File: config.mk
export PLATFORM = sky130hd
export DESIGN_NAME = hpram_cmd_arbiter_flat
export DESIGN_NICKNAME = d
export VERILOG_FILES = /design/src/rtl/hpram_cmd_arbiter_if.sv /design/src/rtl/hpram_cmd_arbiter.sv /design/src/flat_wrapper.sv
export SDC_FILE = /design/constraint.sdc
export NUM_CORES = 1
export LEC_CHECK = 0
export CAP_MARGIN = 20
export CORE_ASPECT_RATIO = 0.8
export CORE_UTILIZATION = 38
export CTS_CLUSTER_SIZE = 16
export DETAILED_ROUTE_END_ITERATION = 10
export PLACE_DENSITY = 0.87
export REMOVE_ABC_BUFFERS = 1
export SLEW_MARGIN = 10
export SYNTH_ARGS = -nofsm -noshare
export SYNTH_HDL_FRONTEND = slang
export SYNTH_SLANG_ARGS = --single-unit
File: constraint.sdc
create_clock -name I_clk -period 6 [get_ports I_clk]
set_clock_uncertainty 0.15 [all_clocks]
set_input_delay 1.2 -clock I_clk [delete_from_list [all_inputs] [get_ports I_clk]]
set_output_delay 1.2 -clock I_clk [all_outputs]
set_load 0.005 [all_outputs]
File: src/rtl/hpram_cmd_arbiter_if.sv
// Signal bundle between the frame-buffer DMA requesters, the HyperRAM command port
// and the arbiter status outputs. The arbiter uses 'master'; the surrounding logic uses 'slave'.
interface hpram_cmd_arbiter_if #(
    parameter int ADDR_WIDTH = 22,
    parameter int DATA_WIDTH = 32
);
    localparam int MASK_WIDTH = DATA_WIDTH / 8;

    logic                  I_init_calib;
    logic                  I_wr_req;
    logic [ADDR_WIDTH-1:0] I_wr_addr;
    logic [DATA_WIDTH-1:0] I_wr_data;
    logic [MASK_WIDTH-1:0] I_wr_mask;
    logic                  O_wr_ack;
    logic                  O_wr_data_rd;
    logic                  I_rd_req;
    logic [ADDR_WIDTH-1:0] I_rd_addr;
    logic                  O_rd_ack;
    logic                  O_rd_data_valid;
    logic [DATA_WIDTH-1:0] O_rd_data;
    logic                  O_cmd;
    logic                  O_cmd_en;
    logic [ADDR_WIDTH-1:0] O_addr;
    logic [DATA_WIDTH-1:0] O_wr_data;
    logic [MASK_WIDTH-1:0] O_data_mask;
    logic                  I_rd_data_valid;
    logic [DATA_WIDTH-1:0] I_rd_data;
    logic                  O_busy;
    logic                  O_err;
    logic [7:0]            O_err_cnt;

    modport master (
        input  I_init_calib, I_wr_req, I_wr_addr, I_wr_data, I_wr_mask,
               I_rd_req, I_rd_addr, I_rd_data_valid, I_rd_data,
        output O_wr_ack, O_wr_data_rd, O_rd_ack, O_rd_data_valid, O_rd_data,
               O_cmd, O_cmd_en, O_addr, O_wr_data, O_data_mask,
               O_busy, O_err, O_err_cnt
    );

    modport slave (
        output I_init_calib, I_wr_req, I_wr_addr, I_wr_data, I_wr_mask,
               I_rd_req, I_rd_addr, I_rd_data_valid, I_rd_data,
        input  O_wr_ack, O_wr_data_rd, O_rd_ack, O_rd_data_valid, O_rd_data,
               O_cmd, O_cmd_en, O_addr, O_wr_data, O_data_mask,
               O_busy, O_err, O_err_cnt
    );
endinterface

File: src/rtl/hpram_cmd_arbiter.sv
// Round-robin arbiter of the single HyperRAM command port between the write and read DMAs:
// fixed-length bursts, write-beat pacing, read-beat counting, command gap and read timeout.
module hpram_cmd_arbiter #(
    parameter int ADDR_WIDTH = 22,
    parameter int DATA_WIDTH = 32,
    parameter int BURST      = 16,
    parameter int CMD_GAP    = 8,
    parameter int TIMEOUT    = 255
) (
    input  logic                I_clk,
    input  logic                I_rst_n,
    hpram_cmd_arbiter_if.master bus
);
    localparam int MASK_WIDTH = DATA_WIDTH / 8;
    localparam int BEAT_W     = $clog2(BURST);
    localparam int GAP_W      = (CMD_GAP > 1) ? $clog2(CMD_GAP) : 1;
    localparam int TO_W       = $clog2(TIMEOUT + 1);

    localparam logic [1:0] ST_IDLE     = 2'd0;
    localparam logic [1:0] ST_WR_BURST = 2'd1;
    localparam logic [1:0] ST_RD_WAIT  = 2'd2;
    localparam logic [1:0] ST_GAP      = 2'd3;

    logic [1:0]            state_reg, state_next;
    logic [BEAT_W-1:0]     beat_cnt_reg, beat_cnt_next;
    logic [GAP_W-1:0]      gap_cnt_reg, gap_cnt_next;
    logic [TO_W-1:0]       to_cnt_reg, to_cnt_next;
    logic                  last_grant_reg, last_grant_next;   // 1 = write granted last
    logic                  cmd_reg, cmd_next;
    logic [ADDR_WIDTH-1:0] addr_reg, addr_next;
    logic                  cmd_en_reg, cmd_en_next;
    logic                  wr_ack_reg, wr_ack_next;
    logic                  rd_ack_reg, rd_ack_next;
    logic [7:0]            err_cnt_reg, err_cnt_next;
    logic                  err_pulse;

    logic                  calib;
    logic                  grant_wr;
    logic                  grant_rd;
    logic                  wr_phase;
    logic                  rd_phase;
    logic                  rd_last;
    logic                  to_expired;

    assign calib      = bus.I_init_calib;
    assign wr_phase   = (state_reg == ST_WR_BURST);
    assign rd_phase   = (state_reg == ST_RD_WAIT);
    assign rd_last    = bus.I_rd_data_valid && (beat_cnt_reg == BEAT_W'(BURST - 1));
    assign to_expired = (to_cnt_reg == TO_W'(TIMEOUT));

    // On a tie the requester that did not win last time gets the port.
    assign grant_wr = calib && bus.I_wr_req && (!bus.I_rd_req || !last_grant_reg);
    assign grant_rd = calib && bus.I_rd_req && (!bus.I_wr_req ||  last_grant_reg);

    always_comb begin
        state_next      = state_reg;
        beat_cnt_next   = beat_cnt_reg;
        gap_cnt_next    = gap_cnt_reg;
        to_cnt_next     = to_cnt_reg;
        last_grant_next = last_grant_reg;
        cmd_next        = cmd_reg;
        addr_next       = addr_reg;
        err_cnt_next    = err_cnt_reg;
        cmd_en_next     = 1'b0;
        wr_ack_next     = 1'b0;
        rd_ack_next     = 1'b0;
        err_pulse       = 1'b0;

        case (state_reg)
            ST_IDLE: begin
                beat_cnt_next = '0;
                to_cnt_next   = '0;
                if (grant_wr) begin
                    state_next      = ST_WR_BURST;
                    cmd_next        = 1'b1;
                    addr_next       = bus.I_wr_addr;
                    last_grant_next = 1'b1;
                    cmd_en_next     = 1'b1;
                    wr_ack_next     = 1'b1;
                end else if (grant_rd) begin
                    state_next      = ST_RD_WAIT;
                    cmd_next        = 1'b0;
                    addr_next       = bus.I_rd_addr;
                    last_grant_next = 1'b0;
                    cmd_en_next     = 1'b1;
                    rd_ack_next     = 1'b1;
                end
            end

            ST_WR_BURST: begin
                if (!calib) begin
                    state_next = ST_IDLE;
                end else if (beat_cnt_reg == BEAT_W'(BURST - 1)) begin
                    state_next   = ST_GAP;
                    gap_cnt_next = '0;
                end else begin
                    beat_cnt_next = beat_cnt_reg + BEAT_W'(1);
                end
            end

            ST_RD_WAIT: begin
                // A beat landing on the timeout cycle still completes the burst cleanly.
                if (!calib) begin
                    state_next = ST_IDLE;
                end else if (rd_last) begin
                    state_next   = ST_GAP;
                    gap_cnt_next = '0;
                end else if (to_expired) begin
                    state_next   = ST_GAP;
                    gap_cnt_next = '0;
                    err_pulse    = 1'b1;
                    if (err_cnt_reg != 8'hFF) begin
                        err_cnt_next = err_cnt_reg + 8'd1;
                    end
                end else begin
                    to_cnt_next = to_cnt_reg + TO_W'(1);
                    if (bus.I_rd_data_valid) begin
                        beat_cnt_next = beat_cnt_reg + BEAT_W'(1);
                    end
                end
            end

            default: begin
                if (!calib || gap_cnt_reg == GAP_W'(CMD_GAP - 1)) begin
                    state_next = ST_IDLE;
                end else begin
                    gap_cnt_next = gap_cnt_reg + GAP_W'(1);
                end
            end
        endcase
    end

    always_ff @(posedge I_clk or negedge I_rst_n) begin
        if (!I_rst_n) begin
            state_reg      <= ST_IDLE;
            beat_cnt_reg   <= '0;
            gap_cnt_reg    <= '0;
            to_cnt_reg     <= '0;
            last_grant_reg <= 1'b1;
            cmd_reg        <= 1'b0;
            addr_reg       <= '0;
            cmd_en_reg     <= 1'b0;
            wr_ack_reg     <= 1'b0;
            rd_ack_reg     <= 1'b0;
            err_cnt_reg    <= 8'd0;
        end else begin
            state_reg      <= state_next;
            beat_cnt_reg   <= beat_cnt_next;
            gap_cnt_reg    <= gap_cnt_next;
            to_cnt_reg     <= to_cnt_next;
            last_grant_reg <= last_grant_next;
            cmd_reg        <= cmd_next;
            addr_reg       <= addr_next;
            cmd_en_reg     <= cmd_en_next;
            wr_ack_reg     <= wr_ack_next;
            rd_ack_reg     <= rd_ack_next;
            err_cnt_reg    <= err_cnt_next;
        end
    end

    // Data paths are zero-latency, but forced to zero outside their own burst state.
    logic [DATA_WIDTH-1:0] wr_data_gated;
    logic [DATA_WIDTH-1:0] rd_data_gated;
    logic [MASK_WIDTH-1:0] mask_gated;

    genvar gi;
    generate
        for (gi = 0; gi < DATA_WIDTH; gi++) begin : g_data_bit
            assign wr_data_gated[gi] = wr_phase & bus.I_wr_data[gi];
            assign rd_data_gated[gi] = rd_phase & bus.I_rd_data[gi];
        end
        for (gi = 0; gi < MASK_WIDTH; gi++) begin : g_mask_bit
            assign mask_gated[gi] = wr_phase & bus.I_wr_mask[gi];
        end
    endgenerate

    assign bus.O_cmd_en        = cmd_en_reg;
    assign bus.O_cmd           = cmd_reg;
    assign bus.O_addr          = addr_reg;
    assign bus.O_wr_ack        = wr_ack_reg;
    assign bus.O_rd_ack        = rd_ack_reg;
    assign bus.O_wr_data_rd    = wr_phase;
    assign bus.O_wr_data       = wr_data_gated;
    assign bus.O_data_mask     = mask_gated;
    assign bus.O_rd_data_valid = rd_phase & bus.I_rd_data_valid;
    assign bus.O_rd_data       = rd_data_gated;
    assign bus.O_busy          = (state_reg != ST_IDLE);
    assign bus.O_err           = err_pulse;
    assign bus.O_err_cnt       = err_cnt_reg;

endmodule

File: src/flat_wrapper.sv
// flat-port wrapper written by rule: the top's interface ports become plain ports
module hpram_cmd_arbiter_flat 
#(
    parameter int ADDR_WIDTH = 22,
    parameter int DATA_WIDTH = 32,
    parameter int BURST      = 16,
    parameter int CMD_GAP    = 8,
    parameter int TIMEOUT    = 255
)
  (I_clk, I_rst_n, bus_I_init_calib, bus_I_wr_req, bus_I_wr_addr, bus_I_wr_data, bus_I_wr_mask, bus_I_rd_req, bus_I_rd_addr, bus_I_rd_data_valid, bus_I_rd_data, bus_O_wr_ack, bus_O_wr_data_rd, bus_O_rd_ack, bus_O_rd_data_valid, bus_O_rd_data, bus_O_cmd, bus_O_cmd_en, bus_O_addr, bus_O_wr_data, bus_O_data_mask, bus_O_busy, bus_O_err, bus_O_err_cnt);
  hpram_cmd_arbiter_if #(.ADDR_WIDTH(ADDR_WIDTH), .DATA_WIDTH(DATA_WIDTH)) bus_i ();
  input  logic I_clk;
  input  logic I_rst_n;
  input wire logic [$bits(bus_i.I_init_calib)-1:0] bus_I_init_calib;
  input wire logic [$bits(bus_i.I_wr_req)-1:0] bus_I_wr_req;
  input wire logic [$bits(bus_i.I_wr_addr)-1:0] bus_I_wr_addr;
  input wire logic [$bits(bus_i.I_wr_data)-1:0] bus_I_wr_data;
  input wire logic [$bits(bus_i.I_wr_mask)-1:0] bus_I_wr_mask;
  input wire logic [$bits(bus_i.I_rd_req)-1:0] bus_I_rd_req;
  input wire logic [$bits(bus_i.I_rd_addr)-1:0] bus_I_rd_addr;
  input wire logic [$bits(bus_i.I_rd_data_valid)-1:0] bus_I_rd_data_valid;
  input wire logic [$bits(bus_i.I_rd_data)-1:0] bus_I_rd_data;
  output wire logic [$bits(bus_i.O_wr_ack)-1:0] bus_O_wr_ack;
  output wire logic [$bits(bus_i.O_wr_data_rd)-1:0] bus_O_wr_data_rd;
  output wire logic [$bits(bus_i.O_rd_ack)-1:0] bus_O_rd_ack;
  output wire logic [$bits(bus_i.O_rd_data_valid)-1:0] bus_O_rd_data_valid;
  output wire logic [$bits(bus_i.O_rd_data)-1:0] bus_O_rd_data;
  output wire logic [$bits(bus_i.O_cmd)-1:0] bus_O_cmd;
  output wire logic [$bits(bus_i.O_cmd_en)-1:0] bus_O_cmd_en;
  output wire logic [$bits(bus_i.O_addr)-1:0] bus_O_addr;
  output wire logic [$bits(bus_i.O_wr_data)-1:0] bus_O_wr_data;
  output wire logic [$bits(bus_i.O_data_mask)-1:0] bus_O_data_mask;
  output wire logic [$bits(bus_i.O_busy)-1:0] bus_O_busy;
  output wire logic [$bits(bus_i.O_err)-1:0] bus_O_err;
  output wire logic [$bits(bus_i.O_err_cnt)-1:0] bus_O_err_cnt;
  assign bus_i.I_init_calib = bus_I_init_calib;
  assign bus_i.I_wr_req = bus_I_wr_req;
  assign bus_i.I_wr_addr = bus_I_wr_addr;
  assign bus_i.I_wr_data = bus_I_wr_data;
  assign bus_i.I_wr_mask = bus_I_wr_mask;
  assign bus_i.I_rd_req = bus_I_rd_req;
  assign bus_i.I_rd_addr = bus_I_rd_addr;
  assign bus_i.I_rd_data_valid = bus_I_rd_data_valid;
  assign bus_i.I_rd_data = bus_I_rd_data;
  assign bus_O_wr_ack = bus_i.O_wr_ack;
  assign bus_O_wr_data_rd = bus_i.O_wr_data_rd;
  assign bus_O_rd_ack = bus_i.O_rd_ack;
  assign bus_O_rd_data_valid = bus_i.O_rd_data_valid;
  assign bus_O_rd_data = bus_i.O_rd_data;
  assign bus_O_cmd = bus_i.O_cmd;
  assign bus_O_cmd_en = bus_i.O_cmd_en;
  assign bus_O_addr = bus_i.O_addr;
  assign bus_O_wr_data = bus_i.O_wr_data;
  assign bus_O_data_mask = bus_i.O_data_mask;
  assign bus_O_busy = bus_i.O_busy;
  assign bus_O_err = bus_i.O_err;
  assign bus_O_err_cnt = bus_i.O_err_cnt;
  hpram_cmd_arbiter #(.ADDR_WIDTH(ADDR_WIDTH), .DATA_WIDTH(DATA_WIDTH), .BURST(BURST), .CMD_GAP(CMD_GAP), .TIMEOUT(TIMEOUT)) u_core (.I_clk(I_clk), .I_rst_n(I_rst_n), .bus(bus_i));
endmodule
==> results of run 1 <==
==> worst register-to-register path, cell delays in order, from the launching register on <==
cell and delay, ps:
dfrtp_1 450, inv_1 140, ha_1 430, buf_8 230, nor3_1 70, a221o_1 340, or2_2 360, o21ai_0 190
==> metal layers <==
layer | share of wire (%) | wire length (um) | GRT usage [%] | vias to the layer above
met2 | 48 | 5140 | 41.6 | 122
met3 | 6.7 | 706 | 7.24 | 28
met1 | 41 | 4360 | 31.4 | 1481
li1 | - | - | - | 1600
met4 | 3.8 | 404 | 10.9 | 0
met5 | 0 | 0 | 0 | -
==> area by class of cell <==
class	instances	area share (%)
Sequential cell	52	23.6
Tap cell	108	2.45
Timing Repair Buffer	227	41.1
Clock buffer	7	1.38
Inverter	10	0.679
Clock inverter	1	0.0906
Multi-Input combinational cell	263	30.7
==> cells by family after synthesis <==
kind of cell / Yosys count / synth area share [%]
flops: 52 / 41.9
simple gates: 163 / 28.8
xor+xnor: 5 / 1.41
buf+inv: 28 / 3.94
fa+ha+maj: 9 / 3.62
mux: 32 / 10.6
compound gates: 54 / 9.82
==> layout by cell type, fill, tap and decap left out, drive strengths merged, types with 2 or more instances in the layout <==
| cell | count |
|---|---|
| inv | 10 |
| xnor2 | 5 |
| mux2 | 7 |
| nand2b | 3 |
| nand3 | 16 |
| clkdlybuf4s50 | 222 |
| and2 | 68 |
| dfrtp | 51 |
| mux2i | 25 |
| nor3 | 3 |
| a21oi | 6 |
| a31oi | 2 |
| nand3b | 2 |
| buf | 5 |
| and3 | 5 |
| clkbuf | 7 |
| ha | 9 |
| nand4 | 6 |
| and4 | 2 |
| or2 | 3 |
| nor2 | 5 |
| nor2b | 2 |
| nand2 | 44 |
| o21ai | 37 |
| o211ai | 3 |
==> power breakdown <==
group	total (mW)	switching, mW	leakage [nW]	internal (mW)
registers	0.539	0.0743	0.676	0.465
logic	1.02	0.429	1.60	0.594
clock network	0.193	0.111	0.0422	0.0822
total	1.76	0.615	2.32	1.14
==> stage by stage <==
step                instance area (um^2)  hold slack, ps  power [mW]  utilization [%]
floorplan                           3030             297       0.953                -
global placement                    5410             311        1.51             68.1
detailed placement                  5410             318        1.55             68.1
CTS                                 5500             340        1.75             69.2
global route                        5530             368        1.88             69.5
finish                              5530             334        1.76             69.5
==> path summary, 6_finish.rpt <==
path / to / cells after the start / start
hold reg to reg: u_core.bus.O_addr[12] / 2 / u_core.bus.O_addr[12]
setup / recovery: bus_O_err / 4 / bus_I_init_calib
hold / removal: u_core.bus.O_addr[12] / 2 / u_core.bus.O_addr[12]
setup reg to reg: u_core.beat_cnt_reg[1] / 7 / u_core.state_reg[1]
min in group asynchronous: u_core.to_cnt_reg[4] / 2 / I_rst_n
max in group asynchronous: u_core.bus.O_addr[2] / 2 / I_rst_n
==> flow_metrics.env, run 1 <==
export IMPL_cts_root_buf="clkbuf_8"
export IMPL_yosysUniqueCellTypes=41
export IMPL_status="complete, no violations"
export IMPL_multiInputGateArea_um2=1700
export IMPL_tightest_slew_ps=947
export IMPL_clk_latency_ps=300
export IMPL_fin_ws_ps=1610
export IMPL_cp_end_kind="output pin"
export IMPL_vias=3231
export IMPL_dpl_hpwl_um=8560
export IMPL_largest_reg_flops=22
export IMPL_fp_dieH_um=82.9
export IMPL_netlist_area_um2=3110
export IMPL_vias_per_cell=4.84
export IMPL_rsz0062_at_grt="false"
export IMPL_worstPathRequired_ps=4650
export IMPL_area_growth_pct=77.6
export IMPL_ctsHoldBuffers=0
export IMPL_crit_top_cell="clkdlybuf4s50_1"
export IMPL_seq_area_um2=1300
export IMPL_num_antenna_cells=0
export IMPL_synthArstFlopShare_pct=100
export IMPL_cts_buffers_inserted=5
export IMPL_grt_max_degree=53
export IMPL_r2r_setup_slack_ps=3560
export IMPL_slowest_delay_ps=680
export IMPL_worst_path_max_fanout=11
export IMPL_finalSetupViolations=0
export IMPL_worstPathArrival_ps=3040
export IMPL_grt_usage_pct=25.6
export IMPL_peakVddDrop_mv=0.178
export IMPL_overflow=0
export IMPL_fin_nets=686
export IMPL_syn_area_per_cell_um2=9.07
export IMPL_yosys_top_cells_area="dfrtp_1, and2_1, mux2i_1, o21ai_0, nand2_1"
export IMPL_hold_viol=0
export IMPL_path_clk_slew_ps=90
export IMPL_synth_top_area_cell="dfrtp_1"
export IMPL_yosys_top_cells_count="and2_1, dfrtp_1, nand2_1"
export IMPL_gp_congestion=0.899
export IMPL_firstDrtPassIters=4
export IMPL_yosysSeqAreaShare_pct=41.9
export IMPL_drv_cap=0
export IMPL_slew_viol_final=0
export IMPL_hold_class="reg2reg"
export IMPL_slowest_stage="clkdlybuf4s50_1"
export IMPL_post_place_ws_ps=1610
export IMPL_fp_coreArea_um2=7950
export IMPL_worstPathCellList="clkdlybuf4s50_1 -> nand3_1 -> nor3_1 -> clkdlybuf4s50_1"
export IMPL_grt_pass1_wl_um=16500
export IMPL_wl_per_cell_um=15.9
export IMPL_cp_top_family="buffers and inverters"
export IMPL_fmax_mhz=228
export IMPL_setup_tns_ps=0
export IMPL_fillers=606
export IMPL_ys_ff_latch=52
export IMPL_postCtsSetupBuffers=0
export IMPL_synth_main_ff_cell="dfrtp_1"
export IMPL_fin_crit_sh_pct=73.1
export IMPL_post_synth_top_count_cell="and2_1"
export IMPL_grt_pass1_vias=3273
export IMPL_place_inst=658
export IMPL_p_leak_nw=2.32
export IMPL_cts_num_sinks=52
export IMPL_path_buf_inv=2
export IMPL_final_min_clock_period_ps=4390
export IMPL_synth_cells=343
export IMPL_num_io_pins=224
export IMPL_stdcell_count=668
export IMPL_ant_nets=0
export IMPL_worstSetupPathType="in2out"
export IMPL_critPathLaunchType="primary input"
export IMPL_synth_top_area_share_pct=41.0
export IMPL_antenna_found_initial=0
export IMPL_drt_drc_violations_left=0
export IMPL_die_area_um2=8550
export IMPL_cellPowerDensity_nw_per_um2=318
export IMPL_clockBufferDepth=2
export IMPL_initial_core_util_pct=39.1
export IMPL_row_count=29
export IMPL_drt_total_wl_um=10600
export IMPL_cts_htree_levels=2
export IMPL_die_x_um=103
export IMPL_synth_edf_count=0
export IMPL_drt_initial_drc_count=154
export IMPL_port_buffers=223
export IMPL_postCtsResizedCells=0
export IMPL_relSlewSlack_pct=36.7
export IMPL_cts_tree="built"
export IMPL_drive_gt1_share_pct=4.46
export IMPL_yosys_warnings=0
No activity file was read; power rests on OpenSTA's default activity.
==> run 2, diff against run 1 <==
CORE_UTILIZATION = 35   (was 38)
PLACE_DENSITY = 0.81   (was 0.87)
clock period = 4.16 ns   (was 6 ns; I/O delays follow)
==> run 2 against run 1 <==
Sequential cell count did not move. Die area rose by 8.4%. Sequential share of layout area fell by 0.12 points. Power rose by 44%. Sequential power rose by 44%. Cell count rose by 0.75%. Critical endpoint unchanged. Largest power group unchanged.
==> flow_metrics.env, run 2 (synthesized netlist as in run 1, its figures left out) <==
export IMPL_r2r_end="u_core.bus.O_err_cnt[1]"
export IMPL_rsz0062_at_grt="false"
export IMPL_ctsHoldBuffers=0
export IMPL_grt_pass1_wl_um=15000
export IMPL_vias_per_cell=4.73
export IMPL_die_area_um2=9270
export IMPL_peakVddDrop_mv=0.222
export IMPL_cellPowerDensity_nw_per_um2=455
export IMPL_dpl_hpwl_um=7690
export IMPL_final_common_cell="clkdlybuf4s50_1"
export IMPL_postCtsSetupBuffers=0
export IMPL_cts_htree_levels=2
export IMPL_overflow=0
export IMPL_fmax_mhz=286
export IMPL_path_clk_slew_ps=90
export IMPL_worstPathArrival_ps=2510
export IMPL_place_inst=665
export IMPL_grt_max_degree=53
export IMPL_status="complete, no violations"
export IMPL_grt_pass1_vias=3103
export IMPL_drt_drc_violations_left=0
export IMPL_row_count=30
export IMPL_num_antenna_cells=0
export IMPL_antenna_found_initial=0
export IMPL_setup_tns_ps=0
export IMPL_fp_coreArea_um2=8560
export IMPL_drv_cap=0
export IMPL_fillers=711
export IMPL_wl_per_cell_um=14.2
export IMPL_gp_congestion=0.813
export IMPL_ant_nets=0
export IMPL_postCtsResizedCells=0
export IMPL_clockBufferDepth=2
export IMPL_vias=3183
export IMPL_drt_total_wl_um=9580
export IMPL_worstSetupPathType="in2out"
export IMPL_cts_tree="built"
export IMPL_fin_crit_sh_pct=84.0
export IMPL_tightest_slew_ps=658
export IMPL_min_from="u_core.bus.O_addr[15]"
export IMPL_initial_core_util_pct=36.3
export IMPL_final_min_clock_period_ps=3490
export IMPL_fin_nets=688
export IMPL_drive_gt1_share_pct=4.99
export IMPL_num_io_pins=224
export IMPL_p_leak_nw=2.33
export IMPL_hold_end="u_core.bus.O_addr[15]"
export IMPL_layout_common_cells="clkdlybuf4s50_1, and2_1, dfrtp_1, nand2_1, o21ai_0"
export IMPL_cts_root_buf="clkbuf_8"
export IMPL_port_buffers=223
export IMPL_cts_buffers_inserted=5
export IMPL_die_x_um=107
export IMPL_relSlewSlack_pct=56.1
export IMPL_worstRegToRegCells=7
export IMPL_hold_viol=0
export IMPL_fp_dieH_um=86.3
export IMPL_worst_path_max_fanout=5
export IMPL_grt_usage_pct=20.3
export IMPL_area_growth_pct=78.5
export IMPL_finalSetupViolations=0
export IMPL_firstDrtPassIters=4
export IMPL_clk_latency_ps=290
export IMPL_critPathLaunchType="primary input"
export IMPL_drt_initial_drc_count=128
export IMPL_stdcell_count=673
export IMPL_largest_reg_flops=22
export IMPL_cp_end_kind="output pin"
export IMPL_worstPathRequired_ps=3180
export IMPL_r2r_setup_slack_ps=1820
export IMPL_cts_num_sinks=52
export IMPL_r2r_start="u_core.state_reg[0]"
export IMPL_holdPathStages=2
export IMPL_slew_viol_final=0
export IMPL_hold_class="reg2reg"
run 2: cell count changes in the layout (fill, tap and decap cells not counted), sizes merged:
| cell | delta |
|---|---|
| clkinv | -1 |
| buf | +2 |
run 2: routing by layer:
layer | wire length (um) | track usage (%)
met1 | 4100 | 25.5
met2 | 4900 | 36.3
met3 | 536 | 4.81
met4 | 46 | 3.24
met5 | 0 | 0
run 2: critical path, cell delays in order:
cell and delay [ps]:
clkdlybuf4s50_1 420, nand4_1 170, nand3_1 200, nor3_1 320
clkdlybuf4s50_1 560
run 2: final cells by class:
| class | count | area (um^2) | area share [%] |
|---|---|---|---|
| Clock buffer | 7 | 96.3 | 1.74 |
| Inverter | 10 | 37.5 | 0.676 |
| Multi-Input combinational cell | 263 | 1700 | 30.6 |
| Sequential cell | 52 | 1300 | 23.5 |
| Tap cell | 112 | 140 | 2.52 |
| Timing Repair Buffer | 229 | 2280 | 41.1 |
run 2: where the power goes:
group          switching (mW)  leakage (nW)  internal [mW]
Clock                   0.154        0.0503          0.148
Sequential              0.107         0.676          0.671
Combinational           0.601          1.60          0.848
Total                   0.861          2.33           1.67
run 2: worst max path at each step:
| stage | from | to | slack, ps |
|---|---|---|---|
| finish | bus_I_rd_data_valid | bus_O_err | 670 |
| global route | bus_I_rd_data_valid | bus_O_err | 530 |
| CTS | u_core.state_reg[1] | bus_O_wr_data[31] | 670 |
| detailed placement | bus_I_rd_data_valid | bus_O_err | 680 |
| global placement | bus_I_rd_data_valid | bus_O_err | 670 |
| floorplan | bus_I_wr_req | u_core.state_reg[0] | 820 |
run 2: metrics by stage:
step           power (mW)  utilization [%]  area [um^2]  setup slack (ps)  hold WS [ps]
2_1_floorplan        1.37                -         3030               822           297
3_3_place_gp         2.19             63.6         5440               670           310
3_5_place_dp         2.23             63.6         5440               675           319
4_1_cts              2.54             64.7         5540               667           339
5_1_grt              2.72             64.9         5550               529           358
6_report             2.53             64.9         5550               665           332
==> run 3, diff against run 2 <==
CORE_UTILIZATION = 32   (was 35)
PLACE_DENSITY = 0.78   (was 0.81)
clock period = 2.9 ns   (was 4.16 ns; I/O delays follow)
==> run 3 against run 2 <==
The flow now finishes with violations (DRC). Worst setup slack lost 520 ps. Sequential share of layout area shrank 0.71 points. Wire length grew 0.35%. Utilization shrank 2.8 points. Non-clock buffer count grew 5. Final area grew 3.1%. Largest power group unchanged.
==> flow_metrics.env, run 3 (synthesized netlist as in run 1, its figures left out) <==
export IMPL_p_leak_nw=2.41
export IMPL_fp_coreArea_um2=9230
export IMPL_finalSetupViolations=0
export IMPL_r2r_start="u_core.state_reg[0]"
export IMPL_final_util_pct=62.0
export IMPL_worstRegToRegCells=8
export IMPL_stdcell_area_um2=5730
export IMPL_port_buffers=223
export IMPL_peakVddDrop_mv=0.318
export IMPL_drt_initial_drc_count=128
export IMPL_post_place_ws_ps=28.2
export IMPL_stdcell_count=682
export IMPL_layout_common_cells="clkdlybuf4s50_1, and2_1, dfrtp_1, nand2_1, o21ai_0"
export IMPL_clockBufferDepth=2
export IMPL_grt_pass1_wl_um=15800
export IMPL_slew_viol_final=0
export IMPL_die_area_um2=10100
export IMPL_startpoint="bus_I_rd_data_valid"
export IMPL_fin_nets=693
export IMPL_status="complete, but fails checks"
export IMPL_hold_class="in2async"
export IMPL_path_clk_slew_ps=70
export IMPL_num_antenna_cells=0
export IMPL_num_io_pins=224
export IMPL_fin_ws_ps=144
export IMPL_antenna_found_initial=0
export IMPL_final_min_clock_period_ps=2760
export IMPL_whs_ps=183
export IMPL_hold_viol=0
export IMPL_cts_root_buf="clkbuf_16"
export IMPL_cts_num_sinks=52
export IMPL_overflow=0
export IMPL_dpl_hpwl_um=7890
export IMPL_row_count=31
export IMPL_fmax_mhz=363
export IMPL_die_x_um=112
export IMPL_fp_dieH_um=90.2
export IMPL_tightest_slew_ps=683
export IMPL_firstDrtPassIters=7
export IMPL_clk_latency_ps=280
export IMPL_gp_congestion=0.798
export IMPL_critPathLaunchType="primary input"
export IMPL_cts_tree="built"
export IMPL_relSlewSlack_pct=54.4
export IMPL_worst_path_max_fanout=2
export IMPL_wl_per_cell_um=14.1
export IMPL_grt_pass1_vias=3267
export IMPL_area_growth_pct=84.1
export IMPL_cts_buffers_inserted=5
export IMPL_final_common_cell="clkdlybuf4s50_1"
export IMPL_setup_tns_ps=0
export IMPL_grt_max_degree=43
export IMPL_placed_area_um2=5500
export IMPL_worstPathArrival_ps=2030
export IMPL_fin_crit_sh_pct=95.0
export IMPL_postCtsSetupBuffers=0
export IMPL_p_total_mw=4.03
export IMPL_vias=3167
export IMPL_ant_nets=0
export IMPL_drt_total_wl_um=9620
export IMPL_cellPowerDensity_nw_per_um2=704
export IMPL_drt_drc_violations_left=3
export IMPL_largest_reg_flops=22
export IMPL_violations="DRC"
export IMPL_place_inst=674
export IMPL_drive_gt1_share_pct=6.17
export IMPL_drv_cap=0
export IMPL_cp_end_kind="output pin"
export IMPL_vias_per_cell=4.64
export IMPL_cts_htree_levels=2
export IMPL_initial_core_util_pct=33.7
export IMPL_worstPathRequired_ps=2170
export IMPL_worstSetupPathType="in2out"
export IMPL_grt_usage_pct=19.2
==> run 3: changes by cell type in the layout (fill, tap and decap cells not counted) <==
cell       delta
buf_6         +1
nor3_1        -1
clkbuf_16     +5
buf_12        +1
buf_8         -1
clkbuf_8      -7
bufinv_16     +3
nor3_2        +1
buf_4         +4
==> run 3: report_power, final <==
group / internal (mW) / switching [mW]
combinational: 1.23 / 0.859
sequential: 0.964 / 0.152
clock: 0.581 / 0.248
==> run 3: critical path: stages <==
cell             delay, ps
clkdlybuf4s50_1        420
nand4_1                130
nand3_1                140
nor3_2                 230
clkdlybuf4s50_1        540
==> run 3: routing by layer <==
layer / GRT usage [%] / vias to the layer above / part of all wire, %
met2: 33.7 / 90 / 51
met4: 2.89 / 0 / 0.88
met3: 5.39 / 10 / 6.2
li1: - / 1613 / -
met5: 0 / - / 0
met1: 23.8 / 1454 / 42
==> run 3: cell type report <==
cell class | instances | area (um^2)
Clock buffer | 5 | 125
Clock inverter | 3 | 90.1
Fill cell | 761 | 3500
Inverter | 10 | 37.5
Multi-Input combinational cell | 263 | 1700
Sequential cell | 52 | 1300
Tap cell | 115 | 144
Timing Repair Buffer | 234 | 2330
==> run 3: path summary, 6_finish.rpt <==
path                                          to  slack, ps
hold reg to reg            u_core.bus.O_addr[21]        330
max in group asynchronous  u_core.bus.O_addr[21]       1720
hold / removal              u_core.to_cnt_reg[5]        180
min in group I_clk         u_core.bus.O_addr[21]        330
setup / recovery                       bus_O_err        140
setup reg to reg           u_core.gap_cnt_reg[2]        710
==> run 3: timing repair <==
item | CTS | global route
endpoints found under the setup margin | 0 | 2
gates resized for setup | 0 | 2
hold buffers | 0 | 0
